===== src/rtl/fp_add_sched.sv =====
// Two-requester scheduler sharing one combinational bfloat16 adder: round-robin
// grant, one op per two cycles, per-requester result buffer. Optional FP_ADD_SCHED_STICKY_EN.

module fp_add_rsp_buf (
  input  logic        clk,
  input  logic        reset,
  input  logic        cap_i,
  input  logic        drain_i,
  input  logic [15:0] sum_i,
  input  logic [2:0]  flags_i,
  output logic        valid_o,
  output logic [15:0] sum_o,
  output logic [2:0]  flags_o
`ifdef FP_ADD_SCHED_STICKY_EN
  ,
  input  logic        stat_clr_i,
  output logic [2:0]  stat_o
`endif
);
  logic        vld_q;
  logic [15:0] sum_q;
  logic [2:0]  flg_q;

  // A capture on the same edge as a drain keeps the buffer full with new data.
  always_ff @(posedge clk or negedge reset) begin
    if (!reset) begin
      vld_q <= 1'b0;
      sum_q <= 16'h0000;
      flg_q <= 3'b000;
    end else if (cap_i) begin
      vld_q <= 1'b1;
      sum_q <= sum_i;
      flg_q <= flags_i;
    end else if (vld_q && drain_i) begin
      vld_q <= 1'b0;
    end
  end

  assign valid_o = vld_q;
  assign sum_o   = sum_q;
  assign flags_o = flg_q;

`ifdef FP_ADD_SCHED_STICKY_EN
  logic [2:0] stat_q;

  // Clear first, then OR in the capture, so a same-cycle capture survives the clear.
  always_ff @(posedge clk or negedge reset) begin
    if (!reset) stat_q <= 3'b000;
    else        stat_q <= (stat_clr_i ? 3'b000 : stat_q) | (cap_i ? flags_i : 3'b000);
  end

  assign stat_o = stat_q;
`endif
endmodule

module fp_add_sched (
  input  logic        clk,
  input  logic        reset,
  input  logic        req0_valid,
  output logic        req0_ready,
  input  logic [15:0] req0_a,
  input  logic [15:0] req0_b,
  input  logic        req1_valid,
  output logic        req1_ready,
  input  logic [15:0] req1_a,
  input  logic [15:0] req1_b,
  output logic        rsp0_valid,
  input  logic        rsp0_ready,
  output logic [15:0] rsp0_sum,
  output logic [2:0]  rsp0_flags,
  output logic        rsp1_valid,
  input  logic        rsp1_ready,
  output logic [15:0] rsp1_sum,
  output logic [2:0]  rsp1_flags,
  output logic [15:0] add_a,
  output logic [15:0] add_b,
  input  logic [15:0] add_sum,
  input  logic [2:0]  add_flags
`ifdef FP_ADD_SCHED_STICKY_EN
  ,
  input  logic        stat_clr,
  output logic [5:0]  stat_flags
`endif
);
  localparam int NUM_LANES = 2;

  typedef enum logic {IDLE = 1'b0, EXEC = 1'b1} state_t;

  state_t      state_q;
  logic        ptr_q, owner_q;
  logic [15:0] a_q, b_q;

  logic [NUM_LANES-1:0]            req_vld, rsp_rdy, rsp_vld, elig, gnt_oh, cap;
  logic [NUM_LANES-1:0][15:0]      req_a, req_b, rsp_sum;
  logic [NUM_LANES-1:0][2:0]       rsp_flg;
  logic                            gnt_idx, accept;

  assign req_vld = {req1_valid, req0_valid};
  assign rsp_rdy = {rsp1_ready, rsp0_ready};
  assign req_a   = {req1_a, req0_a};
  assign req_b   = {req1_b, req0_b};

  // A full buffer only blocks its own requester, and only until it is being drained.
  assign elig    = req_vld & (~rsp_vld | rsp_rdy);
  assign gnt_idx = (&elig) ? ~ptr_q : elig[1];
  assign accept  = reset && (state_q == IDLE) && (|elig);
  assign gnt_oh  = accept ? (gnt_idx ? 2'b10 : 2'b01) : 2'b00;

  assign req0_ready = gnt_oh[0];
  assign req1_ready = gnt_oh[1];

  always_ff @(posedge clk or negedge reset) begin
    if (!reset) begin
      state_q <= IDLE;
      ptr_q   <= 1'b1;
      owner_q <= 1'b0;
      a_q     <= 16'h0000;
      b_q     <= 16'h0000;
    end else begin
      case (state_q)
        IDLE: if (|elig) begin
          a_q     <= req_a[gnt_idx];
          b_q     <= req_b[gnt_idx];
          owner_q <= gnt_idx;
          ptr_q   <= gnt_idx;
          state_q <= EXEC;
        end
        EXEC: state_q <= IDLE;
        default: state_q <= IDLE;
      endcase
    end
  end

  assign add_a = a_q;
  assign add_b = b_q;

`ifdef FP_ADD_SCHED_STICKY_EN
  logic [NUM_LANES-1:0][2:0] stat;
  assign stat_flags = stat;
`endif

  for (genvar gi = 0; gi < NUM_LANES; gi++) begin : g_lane
    assign cap[gi] = (state_q == EXEC) && (owner_q == gi[0]);

    fp_add_rsp_buf u_buf (
      .clk        (clk),
      .reset      (reset),
      .cap_i      (cap[gi]),
      .drain_i    (rsp_rdy[gi]),
      .sum_i      (add_sum),
      .flags_i    (add_flags),
      .valid_o    (rsp_vld[gi]),
      .sum_o      (rsp_sum[gi]),
      .flags_o    (rsp_flg[gi])
`ifdef FP_ADD_SCHED_STICKY_EN
      ,
      .stat_clr_i (stat_clr),
      .stat_o     (stat[gi])
`endif
    );
  end

  assign rsp0_valid = rsp_vld[0];
  assign rsp1_valid = rsp_vld[1];
  assign rsp0_sum   = rsp_sum[0];
  assign rsp1_sum   = rsp_sum[1];
  assign rsp0_flags = rsp_flg[0];
  assign rsp1_flags = rsp_flg[1];
endmodule


===== config.mk =====
export PLATFORM = sky130hd
export DESIGN_NAME = fp_add_sched
export DESIGN_NICKNAME = d
export VERILOG_FILES = /design/src/rtl/fp_add_sched.sv
export SDC_FILE = /design/constraint.sdc
export NUM_CORES = 1
export LEC_CHECK = 0
export CAP_MARGIN = 25
export CORE_AREA = 2 2 92 94
export CTS_BUF_LIST = sky130_fd_sc_hd__clkbuf_4
export DETAILED_ROUTE_END_ITERATION = 16
export DIE_AREA = 0 0 94 96
export PLACE_DENSITY = 0.8
export SLEW_MARGIN = 40
export SYNTH_ARGS = -nofsm -noshare
export SYNTH_HDL_FRONTEND = slang
export SYNTH_SLANG_ARGS = --single-unit

===== constraint.sdc =====
create_clock -name clk -period 1.72 [get_ports clk]
set_input_delay 0.258 -clock clk [delete_from_list [all_inputs] [get_ports clk]]
set_output_delay 0.258 -clock clk [all_outputs]
set_load 0.01 [all_outputs]

==> impl_metrics.json <==
{
  "cpMaxStageDelayCell": "dfstp_2",
  "nFillCells": 673,
  "r2r_slack_ps": 50,
  "final_cells": 526,
  "grt_pass1_vias": 2525,
  "crit_path_end_kind": "output port",
  "viasPerCell": 4.681,
  "nNetsFinal": 505,
  "start_util": 0.3946,
  "postSynthAreaPerCell_sq_um": 13.02,
  "synth_seq_area_share": 0.5912,
  "fp.dieArea_sq_um": 9024,
  "io_buffers": 162,
  "area_growth_pct": 62.43,
  "utilization": 0.6409,
  "rsz0062_at_grt": "true",
  "grt_max_degree": 69,
  "rows": 33,
  "grt.total_usage": 0.1713,
  "grt_first_pass_wirelength_mm": 11.92,
  "regArea_sq_um": 1878,
  "slowest_delay_ps": 560,
  "reg2reg_depth": 5,
  "ir_drop_v": 0.0007048,
  "power_mw": 8.914,
  "via_count": 2462,
  "start_kind": "flop",
  "drtIter0Drc": 61,
  "antenna_cells": 0,
  "ioPinCount": 163,
  "dp.cells": 508,
  "die_y_um": 96,
  "netlist_area_sq_um": 3177,
  "setup_ws_ps": -57.12,
  "finalSetupTns_ps": -57.12,
  "slew_viol_final": 0,
  "drcViolationCount": 0,
  "path_class": "reg2out",
  "drt_pass1_iterations": 4,
  "dpl_worst_slack_ps": -382.6,
  "slew_headroom": 0.5715,
  "wl_mm": 7.546,
  "path_max_fanout": 4,
  "ys_types": 23,
  "dp_hpwl_mm": 5.679,
  "finalHoldViolations": 0,
  "coreArea_sq_um": 8051,
  "cp.arrival_ps": 1520,
  "drt-wirelength-per-cell_um": 14.35,
  "routabilityCongestion": 0.6941,
  "htreeDepth": 3,
  "post-route-period-util": 1.033,
  "ys_warn_count": 0,
  "cp.required_ps": 1460,
  "layout-drive-gt1-share": 0.1948,
  "gr-total-overflow": 0,
  "finalSetupViolCount": 1,
  "ys_seq_elements": 75,
  "clock_latency_ps": 400,
  "die-width_um": 94,
  "path_clk_slew_ps": 120,
  "power_density_nw_per_um2": 1728,
  "violations": "negative setup slack",
  "numCtsBuffers": 9,
  "maxCapViolations": 0,
  "antenna_found_initial": 0,
  "max_slew.worst_pin.slew_ps": 642.8,
  "p_leak_nw": 2.277,
  "clock-sinks": 75,
  "r2r_end": "add_a[10]",
  "ctsRootBufferMaster": "clkbuf_4",
  "rr_startpoint": "ptr_q",
  "hp-class": "in2async",
  "timing.fmax_mhz": 562.7,
  "synth_nets": 333,
  "multiInputGateArea_sq_um": 1192,
  "synth_cells": 244,
  "fin_crit_ps": 1777,
  "antenna_left": 0,
  "status": "complete, but fails checks",
  "cp_cell_sequence": "nand2_2, o211ai_4, and3_4, buf_6",
  "cts_tree": "yes",
  "finClkSkew_ps": 14.39,
  "cts_buffer_depth": 2
}
## routing by layer
layer / vias up / part of all wire / track usage
met5: - / 0 / 0
met4: 0 / 0.011 / 0.06522
met3: 8 / 0.089 / 0.05482
met2: 97 / 0.51 / 0.2994
met1: 1177 / 0.39 / 0.1967
li1: 1180 / - / -
## registers in the layout, summed over array words and instances (netlist names)
name / flops
add_a: 16
add_b: 16
g_lane.u_buf.flags_o: 6
g_lane.u_buf.sum_o: 32
g_lane.u_buf.valid_o: 2
owner_q: 1
ptr_q: 1
state_q: 1
## area by class of cell
class | count | share of cell area
timing repair buffer | 176 | 0.3368
clock inverter | 6 | 0.02667
inverter | 2 | 0.001455
clock buffer | 10 | 0.01455
multi-input combinational | 152 | 0.2311
sequential | 75 | 0.3640
tap | 105 | 0.02546
## layout by cell type (no fill, tap or decap)
master,instances
clkdlybuf4s50_1,158
dfrtp_1,74
nand2_1,37
mux2_2,36
mux2i_1,32
o21ai_1,22
buf_4,13
clkbuf_4,10
o21ai_0,8
o21ai_2,4
bufinv_16,4
nor2b_2,2
nand2_2,2
nand2b_1,2
mux2_1,2
clkinv_4,2
nand2b_4,1
o211ai_4,1
inv_1,1
a32oi_4,1
inv_2,1
and3_4,1
nor2_1,1
dlygate4sd3_1,1
buf_6,1
buf_2,1
dlymetal6s2s_1,1
buf_12,1
dfstp_2,1
## timing repair
action | CTS | global route
hold buffers | 1 | 0
hold endpoints to repair | 73 | 0
pin swaps | 3 | 2
gates resized for setup | 14 | 2
setup buffers | 0 | 1
setup endpoints to repair | 3 | 33
## cells in the mapped netlist
library cell / n / area share
clkbuf_2: 2 / 0.0032
dfstp_2: 1 / 0.0083
and3_1: 1 / 0.0020
inv_1: 1 / 0.0012
nor2b_1: 2 / 0.0039
o21ai_0: 8 / 0.013
buf_8: 1 / 0.0047
dfrtp_1: 74 / 0.58
o21ai_2: 4 / 0.011
mux2_1: 2 / 0.0071
mux2i_1: 32 / 0.10
nand2b_1: 2 / 0.0039
o21ai_1: 22 / 0.035
nor2_1: 1 / 0.0012
nand2_1: 39 / 0.046
a32oi_2: 1 / 0.0051
nand2b_4: 1 / 0.0043
buf_12: 2 / 0.013
buf_6: 3 / 0.011
mux2_2: 36 / 0.13
inv_2: 1 / 0.0012
buf_2: 7 / 0.011
o211ai_2: 1 / 0.0039
## metrics by stage
| step | hold slack, ps | cell area [sq um] |
|---|---|---|
| 3_3_place_gp | 311.3 | 4916 |
| 4_1_cts | 414.7 | 5147 |
| 5_1_grt | 441.6 | 5160 |
| 6_report | 456.6 | 5160 |
| 2_1_floorplan | -37.59 | 3177 |
| 3_5_place_dp | 316.0 | 4916 |
## how the worst max path moves through the flow
stage / from / to / slack (ps) / cells after the start
after CTS: ptr_q / req0_ready / -130 / 4
after global placement: req0_valid / req0_ready / -340 / 6
after detailed placement: req0_valid / req0_ready / -380 / 6
final: ptr_q / req0_ready / -60 / 4
after floorplan: g_lane[0].u_buf.valid_o / req0_ready / 240 / 5
after global routing: g_lane[0].u_buf.valid_o / req0_ready / -150 / 4
## worst max-delay path, delay by kind of cell, from the launching register on
family / cells / cell delay, ps
buffers and inverters: 1 / 100
and+or+nand+nor: 2 / 280
DFF: 1 / 560
AOI/OAI and AO/OA: 1 / 180
## power by group
part	total (mW)	switching [mW]	internal [mW]
logic	4.28	1.73	2.56
registers	3.11	0.455	2.65
clock network	1.52	0.621	0.904
## cell families after synthesis
group,after synthesis,synth area share
flops,75,0.5912
simple gates,46,0.06144
compound gates,36,0.06735
buf+inv,17,0.04450
mux,70,0.2355
(Power assumes the default switching activity.)
